[src/rtl/pipelined_array_multiplier.sv]
`default_nettype none
// ============================================================================
//  Module   : pipelined_array_multiplier
//  Purpose  : WIDTH x WIDTH array multiplier. The partial-product rows are
//             split across STAGES register stages. Unsigned operands use the
//             plain array. Signed operands use the Baugh-Wooley array. Every
//             stage carries its own valid bit, mode and operands, so unsigned
//             and signed operations can be in flight at the same time. A
//             single advance condition stalls the whole pipe when the result
//             at the output has not been taken.
//  Ports    : clk94          - clock, rising edge
//             rst94          - synchronous active-high reset
//             start94        - operand valid (transfer when ready94=1)
//             signed94       - 1 = two's complement operands
//             multiplier94   - operand A
//             multiplicand94 - operand B
//             ready94        - a transfer can be accepted this cycle
//             done94         - product94 holds an undelivered result
//             ack94          - consumer takes the result
//             product94      - 2*WIDTH result (or accumulator)
//             acc_clr94      - (MULT_ACCUM_EN) load rather than add
//             overflow94     - (MULT_ACCUM_EN) sticky accumulate overflow
//  Options  : define MULT_ACCUM_EN to turn product94 into an accumulator.
//  Revision : 1.0 - initial release
// ============================================================================
module pipelined_array_multiplier #(
  parameter int WIDTH  = 16,
  parameter int STAGES = 4
) (
  input  logic               clk94,
  input  logic               rst94,
  input  logic               start94,
  input  logic               signed94,
  input  logic [WIDTH-1:0]   multiplier94,
  input  logic [WIDTH-1:0]   multiplicand94,
`ifdef MULT_ACCUM_EN
  input  logic               acc_clr94,
  output logic               overflow94,
`endif
  output logic               ready94,
  output logic               done94,
  input  logic               ack94,
  output logic [2*WIDTH-1:0] product94
);

  localparam int PW   = 2 * WIDTH;
  localparam int ROWS = (WIDTH + STAGES - 1) / STAGES;
  localparam logic [PW-1:0] ONE = {{(PW-1){1'b0}}, 1'b1};
  // Baugh-Wooley correction constant: 2^WIDTH + 2^(2*WIDTH-1)
  localparam logic [PW-1:0] BW_CONST = (ONE << WIDTH) | (ONE << (PW - 1));

  // Sum of partial-product rows lo..hi-1. Row i is multiplier bit i ANDed with
  // the multiplicand. In signed mode the cross terms that involve exactly one
  // sign bit are inverted.
  function automatic logic [PW-1:0] rows_sum(
    input logic [WIDTH-1:0] a,
    input logic [WIDTH-1:0] b,
    input logic             sgn,
    input int               lo,
    input int               hi
  );
    logic [PW-1:0] acc;
    logic          pp;
    acc = '0;
    for (int i = 0; i < WIDTH; i++) begin
      if (i >= lo && i < hi) begin
        for (int j = 0; j < WIDTH; j++) begin
          pp = a[i] & b[j];
          if (sgn && ((i == WIDTH - 1) != (j == WIDTH - 1))) pp = ~pp;
          acc = acc + ({{(PW-1){1'b0}}, pp} << (i + j));
        end
      end
    end
    return acc;
  endfunction

  // Stage s holds the sum of rows from stages < s. Its own rows are added
  // combinationally on the way into stage s+1 (or into the output register).
  logic [STAGES-1:0]            vld_q, vld_d;
  logic [STAGES-1:0]            sgn_q, sgn_d;
  logic [STAGES-1:0][WIDTH-1:0] mlr_q, mlr_d;
  logic [STAGES-1:0][WIDTH-1:0] mcd_q, mcd_d;
  logic [STAGES-1:0][PW-1:0]    sum_q, sum_d;
  logic [STAGES-1:0][PW-1:0]    stage_out;
  logic [PW-1:0]                final_prod;
  logic                         adv;
  logic                         done_q, done_d;
  logic [PW-1:0]                product_q, product_d;

  always_comb begin
    for (int s = 0; s < STAGES; s++) begin
      stage_out[s] = sum_q[s] + rows_sum(mlr_q[s], mcd_q[s], sgn_q[s], s * ROWS,
                                         ((s + 1) * ROWS > WIDTH) ? WIDTH : (s + 1) * ROWS);
    end
  end

  assign final_prod = stage_out[STAGES-1];
  assign adv        = ~done_q | ack94;

`ifdef MULT_ACCUM_EN
  logic [STAGES-1:0] clr_q, clr_d;
  logic              ovf_q, ovf_d;
  logic [PW:0]       acc_sum;
  logic              add_ovf;

  always_comb begin
    acc_sum = {1'b0, product_q} + {1'b0, final_prod};
    // Signed overflow: both addends share a sign that the sum does not.
    if (sgn_q[STAGES-1]) begin
      add_ovf = (product_q[PW-1] == final_prod[PW-1]) &&
                (acc_sum[PW-1] != product_q[PW-1]);
    end else begin
      add_ovf = acc_sum[PW];
    end
  end
`endif

  // Pipeline next state: stage 0 takes the ports, the others shift.
  always_comb begin
    vld_d[0] = start94;
    sgn_d[0] = signed94;
    mlr_d[0] = multiplier94;
    mcd_d[0] = multiplicand94;
    sum_d[0] = signed94 ? BW_CONST : '0;
`ifdef MULT_ACCUM_EN
    clr_d[0] = acc_clr94;
`endif
    for (int s = 1; s < STAGES; s++) begin
      vld_d[s] = vld_q[s-1];
      sgn_d[s] = sgn_q[s-1];
      mlr_d[s] = mlr_q[s-1];
      mcd_d[s] = mcd_q[s-1];
      sum_d[s] = stage_out[s-1];
`ifdef MULT_ACCUM_EN
      clr_d[s] = clr_q[s-1];
`endif
    end
  end

  // Output stage: the product changes only when a valid result enters.
  always_comb begin
    done_d    = done_q;
    product_d = product_q;
`ifdef MULT_ACCUM_EN
    ovf_d     = ovf_q;
`endif
    if (adv) begin
      done_d = vld_q[STAGES-1];
      if (vld_q[STAGES-1]) begin
`ifdef MULT_ACCUM_EN
        if (clr_q[STAGES-1]) begin
          product_d = final_prod;
          ovf_d     = 1'b0;
        end else begin
          product_d = acc_sum[PW-1:0];
          ovf_d     = ovf_q | add_ovf;
        end
`else
        product_d = final_prod;
`endif
      end
    end
  end

  always_ff @(posedge clk94) begin
    if (rst94) begin
      vld_q     <= '0;
      done_q    <= 1'b0;
      product_q <= '0;
`ifdef MULT_ACCUM_EN
      ovf_q     <= 1'b0;
`endif
    end else begin
      done_q    <= done_d;
      product_q <= product_d;
`ifdef MULT_ACCUM_EN
      ovf_q     <= ovf_d;
`endif
      if (adv) begin
        vld_q <= vld_d;
        sgn_q <= sgn_d;
        mlr_q <= mlr_d;
        mcd_q <= mcd_d;
        sum_q <= sum_d;
`ifdef MULT_ACCUM_EN
        clr_q <= clr_d;
`endif
      end
    end
  end

  assign ready94   = adv;
  assign done94    = done_q;
  assign product94 = product_q;
`ifdef MULT_ACCUM_EN
  assign overflow94 = ovf_q;
`endif

endmodule
`default_nettype wire

[config.mk]
export PLATFORM = sky130hd
export DESIGN_NAME = pipelined_array_multiplier
export DESIGN_NICKNAME = d
export VERILOG_FILES = /design/src/rtl/pipelined_array_multiplier.sv
export SDC_FILE = /design/constraint.sdc
export NUM_CORES = 1
export LEC_CHECK = 0
export CAP_MARGIN = 20
export CELL_PAD_IN_SITES_DETAIL_PLACEMENT = 1
export CELL_PAD_IN_SITES_GLOBAL_PLACEMENT = 2
export CORE_ASPECT_RATIO = 1.75
export CORE_MARGIN = 10
export CORE_UTILIZATION = 41
export DETAILED_ROUTE_END_ITERATION = 7
export PLACE_DENSITY_LB_ADDON = 0.05
export SYNTH_ARGS = -nofsm -noshare
export SYNTH_HDL_FRONTEND = slang
export SYNTH_SLANG_ARGS = --single-unit
[constraint.sdc]
create_clock -name clk94 -period 15.6 [get_ports clk94]
set_input_delay 3.12 -clock clk94 [delete_from_list [all_inputs] [get_ports clk94]]
set_output_delay 3.12 -clock clk94 [all_outputs]
set_load 0.05 [all_outputs]
# Yosys cells after proc, flatten, opt, wreduce, memory -nomap -nowiden
# Index checks and enable logic that the tools add are counted.
[classes]
bitwise = 289
mux = 31
n_reduce_logical = 2
n_addsub = 256
[ops]
columns = ["cell", "n"]
rows = [
  ["32-bit by 17-bit adder with 32-bit output", 13],
  ["32-bit by 18-bit adder with 32-bit output", 12],
  ["32-bit by 19-bit adder with 32-bit output", 11],
  ["32-bit by 20-bit adder with 32-bit output", 10],
  ["32-bit by 21-bit adder with 32-bit output", 10],
  ["32-bit by 16-bit adder with 32-bit output", 9],
  ["32-bit by 22-bit adder with 32-bit output", 9],
  ["32-bit by 15-bit adder with 32-bit output", 8],
  ["32-bit by 23-bit adder with 32-bit output", 8],
  ["1-bit bitwise AND", 256],
  ["32-bit by 14-bit adder with 32-bit output", 7],
  ["32-bit by 24-bit adder with 32-bit output", 7],
  ["32-bit by 25-bit adder with 32-bit output", 7],
  ["32-bit by 12-bit adder with 32-bit output", 6],
  ["32-bit by 13-bit adder with 32-bit output", 6],
  ["32-bit by 26-bit adder with 32-bit output", 6],
  ["32-bit by 11-bit adder with 32-bit output", 5],
  ["32-bit by 27-bit adder with 32-bit output", 5],
  ["32-bit by 10-bit adder with 32-bit output", 4],
  ["32-bit by 28-bit adder with 32-bit output", 4],
  ["32-bit adder", 4],
  ["32-bit by 8-bit adder with 32-bit output", 4],
  ["32-bit by 9-bit adder with 32-bit output", 4],
  ["31-bit by 16-bit adder with 32-bit output", 3],
  ["53 further kinds", 160],
]
[word_totals]
output_inout_bits = 34
reg_bits = 297

# Logic depth before layout (Yosys ltp)
# Gate-level depths: netlist of run 1.
[depth]
word_depth = 65
depth_mapped = 17

# Least setup slack after synthesis of run 1
# No wires, ideal clock.
[synth_timing]
kind = "input to register"
from = "input ack94"
to = "register product_q[31] (netlist: product94[31])"
stages = 5
setup_time_ns = 0.103
arrival_time_ns = 12.202
slack_ns = 3.295
required_ns = 15.497
cell_sequence = "nor2b_1 buf_2 nor2_1 nand2_1 o22ai_1"
[synth_between]
elab_chain_cells = 2
[synth_rtl]
columns = ["item", "line_no", "text"]
rows = [
  ["start, declared", "42", "input logic ack94,"],
  ["1-bit bitwise OR", "98", "assign adv = ~done_q | ack94;"],
  ["2-bit AND reduction (no source line)", "-", ""],
  ["end signal, assigned", "175", "product_q <= product_d;"],
  ["end, declared", "88", "logic [PW-1:0] product_q, product_d;"],
]
# Every way passes these cells.
# A chain may end at the register's enable or synchronous reset.

# Worst setup path after layout of run 1
[layout_timing]
from = "input ack94"
to = "output ready94"
[layout_between]
elab_chain_cells = 1
[layout_rtl]
columns = ["item", "line_no", "text"]
rows = [
  ["1-bit bitwise OR", "98", ""],
  ["end, declared", "40", "output logic ready94,"],
]
# Every way passes these cells.

==> key figures, run 1 <==
Run status
  • Status: completed

Global routing
  • Via count of the first global-routing pass: 12200
  • GRT Util Overall: 14.7%
  • Number of antenna violations at the first check in global routing: 0
  • GRT Residual Overflow: 0
  • Wire length of the first global-routing pass: 58100 um
  • Largest net degree at the start of global routing: 180

Critical path
  • Cell-by-cell listing of the critical path: clkdlybuf4s50_1, nor2b_1, inv_1, clkdlybuf4s50_1
  • Cell with the largest stage delay on the worst path: sky130_fd_sc_hd__clkdlybuf4s50_1
  • Critical Path Sink Type: primary output
  • Setup crit start kind: input pin
  • Critical path type: in2out
  • Most repeated library cell on the critical path: sky130_fd_sc_hd__clkdlybuf4s50_1
  • Buf/Inv on CP: 3
  • Largest stage delay on the critical path: 760 ps
  • Data required time of the worst path: 12480 ps
  • Largest delay share family, worst path: buffers and inverters
  • Arrival time reported for the critical path endpoint: 4970 ps
  • Critical Path Fanout Max: 7

Floorplanning
  • Width of the chip: 171 um
  • I/O Pins: 71
  • Placeable core region: 39300 sq um
  • Initial core utilization: 41.5%
  • Die Y: 284 um
  • Die ar.: 48400 sq um
  • Number of cell rows: 96

Routing
  • Count of nets left with antenna violations after detail routing: 0
  • Vias after detailed routing: 10700
  • DRC errors left: 0
  • Detailed router's first-iteration violation count: 270
  • Post-DR wirelength/cell: 15.9 um
  • Final wirelength: 33900 um
  • Via-per-instance ratio: 5.01
  • Iteration count of the initial detailed-routing pass: 4

Clock tree
  • Clock-pin slew on the worst setup and hold paths: 60 ps
  • Clock network latency to the later pin of the worst-skew pair: 550 ps
  • Clock buffers created by TritonCTS: 24
  • CTS-repair resized insts: 0
  • Maximum buffer depth of the clock tree: 3
  • Number of sinks on the clock net: 220
  • CTS tree: built
  • Root cell of the clock tree: sky130_fd_sc_hd__clkbuf_16
  • Post-cts hold buffer count: 0
  • CTS H-tree depth: 1
  • Setup Buffers After CTS: 0

Place
  • I/O Buffers: 70
  • Routability-driven placement congestion ratio: 0.804
  • Detailed-placement wirelength estimate: 27900 um

STA
  • Final clock period utilization by the worst path: 51.8%
  • Setup repair after global routing missed its margin: no
  • Tightest Pin Transition: 1010 ps
  • Sum of negative setup slack: 0 ps
  • Skew final: 18.6 ps
  • Total setup violations reported at the end of the flow: 0
  • Rel. slew slack: 32.8%
  • Final count of pins violating max slew: 0
  • Final hold violation count: 0
  • Peak Freq: 124 MHz
  • Period minus WS final: 8090 ps
  • Worst hold margin: 410 ps

Synth
  • Most area-consuming cells after synthesis: sky130_fd_sc_hd__edfxtp_1, sky130_fd_sc_hd__fa_1, sky130_fd_sc_hd__ha_1, sky130_fd_sc_hd__inv_1, sky130_fd_sc_hd__nand2_1
  • Syn_nets: 1876
  • Mean post-synth cell area: 10.4 sq um
  • Mapped Area: 16300 sq um
  • Async SR Flop Fraction: 0%
  • Number of warnings issued by yosys: 0
  • Number of synthesized register bits: 220
  • Portion of synthesized cell area occupied by the leading cell type: 33.7%
  • Fraction of the yosys area taken by sequential cells: 38.3%
  • Post-synthesis cell type count: 61
  • Cell type with the largest total area after synthesis: sky130_fd_sc_hd__edfxtp_1
  • Post-synth EDFFs: 183
  • Post-synthesis cell count: 1562
  • Most used flip-flop cell after synthesis: sky130_fd_sc_hd__edfxtp_1

Power and ir drop
  • Leakage power of the design: 8.25 nW
  • Cell Pwr Density: 193 nW/um^2
  • Maximum vdd drop: 0.112 mV

Final layout
  • Core occupancy in the finished layout: 46.7%
  • Layout cells sized above 1: 4.20%
  • Post-layout net count: 1941
  • Synth-to-Final Area Change: 12.5%
  • Total inserted antenna cells: 0

Job
  • Max-cap violations: 0

Hold path
  • Hold Path Class: reg2reg
cell usage after synthesis (6+ instances only):
library cell	n
sky130_fd_sc_hd__a211oi_1	6
sky130_fd_sc_hd__a21o_1	25
sky130_fd_sc_hd__a21oi_1	73
sky130_fd_sc_hd__a21oi_2	9
sky130_fd_sc_hd__and2_1	82
sky130_fd_sc_hd__buf_2	7
sky130_fd_sc_hd__clkbuf_1	29
sky130_fd_sc_hd__dfxtp_1	37
sky130_fd_sc_hd__edfxtp_1	183
sky130_fd_sc_hd__fa_1	166
sky130_fd_sc_hd__ha_1	111
sky130_fd_sc_hd__inv_1	313
sky130_fd_sc_hd__nand2_1	259
sky130_fd_sc_hd__nand2b_1	7
sky130_fd_sc_hd__nand3_1	8
sky130_fd_sc_hd__nand4_1	6
sky130_fd_sc_hd__nor2_1	33
sky130_fd_sc_hd__nor2b_1	8
sky130_fd_sc_hd__o21a_1	6
sky130_fd_sc_hd__o21ai_0	34
sky130_fd_sc_hd__or3_1	6
sky130_fd_sc_hd__xnor2_1	57
sky130_fd_sc_hd__xor2_1	22
cell usage in the layout, fill, tap and decap left out, types with 3 or more instances in the layout:
| cell | instances |
|---|---|
| sky130_fd_sc_hd__inv_1 | 313 |
| sky130_fd_sc_hd__clkdlybuf4s50_1 | 70 |
| sky130_fd_sc_hd__a21o_1 | 25 |
| sky130_fd_sc_hd__and2_1 | 82 |
| sky130_fd_sc_hd__o21bai_1 | 5 |
| sky130_fd_sc_hd__a21oi_2 | 9 |
| sky130_fd_sc_hd__o31ai_1 | 3 |
| sky130_fd_sc_hd__buf_4 | 5 |
| sky130_fd_sc_hd__clkbuf_16 | 24 |
| sky130_fd_sc_hd__nand3_1 | 8 |
| sky130_fd_sc_hd__nand2_1 | 259 |
| sky130_fd_sc_hd__or3_1 | 6 |
| sky130_fd_sc_hd__o211ai_1 | 3 |
| sky130_fd_sc_hd__o21ai_0 | 34 |
| sky130_fd_sc_hd__a31oi_1 | 5 |
| sky130_fd_sc_hd__ha_1 | 111 |
| sky130_fd_sc_hd__clkinv_4 | 6 |
| sky130_fd_sc_hd__a21oi_1 | 73 |
| sky130_fd_sc_hd__xnor2_1 | 57 |
| sky130_fd_sc_hd__clkinvlp_4 | 4 |
| sky130_fd_sc_hd__o21ai_1 | 3 |
| sky130_fd_sc_hd__edfxtp_1 | 183 |
| sky130_fd_sc_hd__o21a_1 | 6 |
| sky130_fd_sc_hd__dfxtp_1 | 37 |
| sky130_fd_sc_hd__fa_1 | 166 |
| sky130_fd_sc_hd__bufinv_16 | 3 |
| sky130_fd_sc_hd__and3_1 | 4 |
| sky130_fd_sc_hd__a21boi_0 | 3 |
| sky130_fd_sc_hd__xor2_1 | 22 |
| sky130_fd_sc_hd__nand3b_1 | 4 |
| sky130_fd_sc_hd__a211oi_1 | 6 |
| sky130_fd_sc_hd__a31o_2 | 3 |
| sky130_fd_sc_hd__nor2b_1 | 8 |
| sky130_fd_sc_hd__nor2_1 | 32 |
| sky130_fd_sc_hd__nand2b_1 | 7 |
| sky130_fd_sc_hd__nor3_1 | 5 |
| sky130_fd_sc_hd__nand4_1 | 6 |
routing by layer:
| layer | GRT usage [%] | share of wire (%) | vias to the layer above |
|---|---|---|---|
| met5 | 0 | 0 | - |
| met1 | 12.6 | 33 | 5429 |
| met4 | 5.02 | 2.7 | 0 |
| li1 | - | - | 5111 |
| met2 | 31.7 | 62 | 102 |
| met3 | 1.77 | 2.5 | 54 |
worst reg2reg max path, cell delays in order (launching register included):
cell                        delay (ps)
sky130_fd_sc_hd__edfxtp_1          750
sky130_fd_sc_hd__nand2_1           180
sky130_fd_sc_hd__fa_1              530
sky130_fd_sc_hd__inv_1              60
sky130_fd_sc_hd__fa_1              530
sky130_fd_sc_hd__inv_1              50
sky130_fd_sc_hd__fa_1              520
sky130_fd_sc_hd__inv_1              40
sky130_fd_sc_hd__ha_1              340
sky130_fd_sc_hd__a21oi_1           290
sky130_fd_sc_hd__a2bb2oi_1         210
sky130_fd_sc_hd__o21ai_0           200
sky130_fd_sc_hd__a41oi_1           420
sky130_fd_sc_hd__o21ai_0           200
sky130_fd_sc_hd__xor2_1            170
worst paths after layout:
kind / slack, ps / end / cells after the start / from
hold / removal: 410 / mlr_d[44] / 0 / mlr_d[28]
setup / recovery: 7510 / ready94 / 4 / ack94
hold reg to reg: 410 / mlr_d[44] / 0 / mlr_d[28]
setup reg to reg: 10820 / sum_q[86] / 14 / mlr_d[36]
power by group:
part,internal [W],switching (W)
combinational,0.000858,0.00123
sequential,0.000815,0.0000470
clock,0.000336,0.000243
total,0.00201,0.00152
per-stage QoR:
step	setup WS, ps	power (W)	std cells	area (sq um)
2_1_floorplan	3290	0.00251	1562	16300
3_3_place_gp	7540	0.00295	2091	17500
3_5_place_dp	7510	0.00301	2091	17500
4_1_cts	7500	0.00360	2134	18300
5_1_grt	7370	0.00393	2134	18300
6_report	7510	0.00353	2134	18300
logic make-up (layout without fill, tap and decap cells):
group / Yosys count / after routing / share of synthesized area (%)
simple gates: 426 / 426 / 11.9
buf+inv: 350 / 432 / 8.14
fa+ha+maj: 277 / 277 / 28.9
flops: 220 / 220 / 38.3
compound gates: 209 / 209 / 8.47
xor+xnor: 79 / 79 / 4.25
mux: 1 / 1 / 0.0615
registers in the layout, summed over array words and instances (netlist names), 3 cells and up:
name / cells
mcd_d: 48
mcd_q: 16
mlr_d: 36
mlr_q: 4
product94: 32
sgn_q: 3
sum_q: 76
vld_q: 4
cell type report:
cell class	instances	area (sq um)
fillers	4350	21000
multi-input cells	992	8730
flip-flops and latches	220	6240
inverters	313	1170
repair buffers	76	758
well taps	490	613
clock buffers	26	608
clock inverters	17	201
Power figures use the tool's default switching activity.
==> inputs of run 2 (changes only) <==
- clock period: 15.6 -> 7.8 ns (I/O delays scaled with it)
==> key figures, run 2 (synthesis results as in run 1) <==
Run status
  • Status: completed (unchanged)

Clock tree
  • Clock-pin slew on the worst setup and hold paths: 60 ps (about the same)
  • Setup Buffers After CTS: 0 (unchanged)
  • CTS-repair resized insts: 0 (unchanged)
  • Root cell of the clock tree: sky130_fd_sc_hd__clkbuf_16 (unchanged)
  • CTS tree: built (unchanged)
  • Post-cts hold buffer count: 0 (unchanged)
  • Number of sinks on the clock net: 220 (unchanged)
  • Clock buffers created by TritonCTS: 25 (was 24)
  • Maximum buffer depth of the clock tree: 3 (unchanged)
  • Clock network latency to the later pin of the worst-skew pair: 550 ps (about the same)
  • CTS H-tree depth: 1 (unchanged)

STA
  • Sum of negative setup slack: 0 ps (unchanged)
  • Total setup violations reported at the end of the flow: 0 (unchanged)
  • Final clock period utilization by the worst path: 63.5%
  • Worst hold margin: 412 ps (was 410 ps)
  • Skew final: 21.7 ps (was 18.6 ps)
  • Period minus WS final: 4950 ps
  • Peak Freq: 202 MHz
  • Setup repair after global routing missed its margin: no (unchanged)
  • Rel. slew slack: 37.1% (was 32.8%)
  • Final count of pins violating max slew: 0 (unchanged)
  • Tightest Pin Transition: 944 ps (was 1010 ps)
  • Final hold violation count: 0 (unchanged)

Final layout
  • Max reg flops: 76 (unchanged)
  • Synth-to-Final Area Change: 12.5% (about the same)
  • Final instance count without filler cells: 2137 (was 2134)
  • Final design area excluding fillers: 18300 sq um (about the same)
  • FF+latch area: 6240 sq um (unchanged)
  • Post-layout net count: 1942 (was 1941)
  • Total inserted antenna cells: 0 (unchanged)
  • Layout cells sized above 1: 4.43% (was 4.20%)
  • Leading cell types in the layout, fill and taps excluded: sky130_fd_sc_hd__inv_1, sky130_fd_sc_hd__nand2_1, sky130_fd_sc_hd__edfxtp_1, sky130_fd_sc_hd__fa_1, sky130_fd_sc_hd__ha_1 (unchanged)
  • Most common cell after layout, fill and taps aside: sky130_fd_sc_hd__inv_1 (unchanged)
  • Area of combinational cells with multiple inputs: 8730 sq um (unchanged)
  • Largest Register: sum_q (unchanged)
  • Number of inserted filler cells in the final layout: 4331 (was 4350)

Critical path
  • Number of cells on the worst reg-to-reg path: 13 (was 14)
  • Critical Path Sink Type: primary output (unchanged)
  • FF-to-FF setup slack: 3160 ps (was 10820 ps)
  • Launching point of the worst reg2reg path: sum_q[127] (was mlr_d[36])
  • Critical path type: in2out (unchanged)
  • Setup crit start kind: input pin (unchanged)
  • Critical Path Fanout Max: 7 (unchanged)
  • Arrival time reported for the critical path endpoint: 3390 ps (was 4970 ps)
  • Data required time of the worst path: 6240 ps (was 12480 ps)
  • Critical path startpoint: ack94 (unchanged)
  • Capture point of the worst path: ready94 (unchanged)
  • Worst r2r dst: product94[31] (was sum_q[86])

Job
  • Max-cap violations: 0 (unchanged)

Power and ir drop
  • Combinational power share: 59.4% (was 59.2%)
  • Part of the total power dissipated in the clock network: 16.2% (was 16.4%)
  • Proportion of power drawn by flip-flops and latches: 24.4% (about the same)
  • Int Power: 0.00399 W (was 0.00201 W)
  • Sw frac: 43.5% (was 43.1%)
  • Total net switching power: 0.00308 W (was 0.00152 W)
  • Leakage power of the design: 8.24 nW (was 8.25 nW)
  • Cell Pwr Density: 386 nW/um^2 (was 193 nW/um^2)
  • Maximum vdd drop: 0.177 mV (was 0.112 mV)

Routing
  • DRC errors left: 0 (unchanged)
  • Iteration count of the initial detailed-routing pass: 4 (unchanged)
  • Post-DR wirelength/cell: 16.2 um (was 15.9 um)
  • Detailed router's first-iteration violation count: 283 (was 270)
  • Count of nets left with antenna violations after detail routing: 0 (unchanged)
  • Final wirelength: 34500 um (was 33900 um)
  • Vias after detailed routing: 10600 (was 10700)
  • Via-per-instance ratio: 4.97 (was 5.01)

Global routing
  • Wire length of the first global-routing pass: 57800 um (was 58100 um)
  • Via count of the first global-routing pass: 11800 (was 12200)
  • GRT Residual Overflow: 0 (unchanged)
  • Largest net degree at the start of global routing: 179 (was 180)
  • GRT Util Overall: 14.7% (about the same)
  • Number of antenna violations at the first check in global routing: 0 (unchanged)

Floorplanning
  • Die ar.: 48400 sq um (unchanged)
  • I/O Pins: 71 (unchanged)
  • Width of the chip: 171 um (unchanged)
  • Initial core utilization: 41.5% (unchanged)
  • Die Y: 284 um (unchanged)
  • Number of cell rows: 96 (unchanged)
  • Placeable core region: 39300 sq um (unchanged)

Place
  • Routability-driven placement congestion ratio: 0.801 (was 0.804)
  • Post-placement cell count: 2091 (unchanged)
  • Instance area at placement: 17500 sq um (unchanged)
  • Detailed-placement wirelength estimate: 28300 um (was 27900 um)
  • I/O Buffers: 70 (unchanged)

Hold path
  • Hold Path Class: reg2reg (unchanged)
==> run 2: layer usage <==
| layer | vias to the layer above | global-route usage [%] | share of wire [%] |
|---|---|---|---|
| li1 | 5125 | - | - |
| met1 | 5359 | 13.2 | 33 |
| met2 | 100 | 31.8 | 62 |
| met3 | 37 | 1.81 | 2.5 |
| met4 | 0 | 4.03 | 2.0 |
| met5 | - | 0 | 0 |
==> run 2: power groups by stage <==
stage	Clock, W	Combinational, W	Sequential [W]
global placement	0	0.00416	0.00175
CTS	0.00118	0.00429	0.00173
detailed placement	0	0.00427	0.00176
finish	0.00114	0.00420	0.00173
floorplan	0	0.00326	0.00175
global route	0.00123	0.00486	0.00176
==> run 2: how the worst min path moves through the flow <==
| stage | from | endpoint | depth (start not counted) |
|---|---|---|---|
| finish | mlr_d[28] | mlr_d[44] | 0 |
| global route | sum_q[33] | sum_q[65] | 0 |
| CTS | mlr_d[28] | mlr_d[44] | 0 |
| detailed placement | mlr_d[62] | mlr_q[62] | 0 |
| global placement | mlr_d[31] | mlr_d[47] | 0 |
| floorplan | mlr_d[20] | mlr_d[36] | 0 |
==> run 2: cell type report <==
class	count	share of cell area, %
Tap cell	490	3.35
Clock inverter	19	0.881
Sequential cell	220	34.0
Inverter	313	6.41
Clock buffer	27	3.51
Multi-Input combinational cell	992	47.7
Timing Repair Buffer	76	4.14
==> run 2: per-stage QoR <==
| step | total power [W] | setup slack [ps] | util, % |
|---|---|---|---|
| 2_1_floorplan | 0.00501 | 402 | - |
| 4_1_cts | 0.00721 | 2830 | 46.6 |
| 3_5_place_dp | 0.00603 | 2830 | 44.6 |
| 5_1_grt | 0.00784 | 2700 | 46.6 |
| 6_report | 0.00707 | 2850 | 46.6 |
| 3_3_place_gp | 0.00591 | 2890 | 44.6 |
==> run 2: worst max-delay path: stages <==
cell,delay (ps)
sky130_fd_sc_hd__clkdlybuf4s50_1,400
sky130_fd_sc_hd__nor2b_1,450
sky130_fd_sc_hd__inv_1,230
sky130_fd_sc_hd__clkdlybuf4s50_1,760
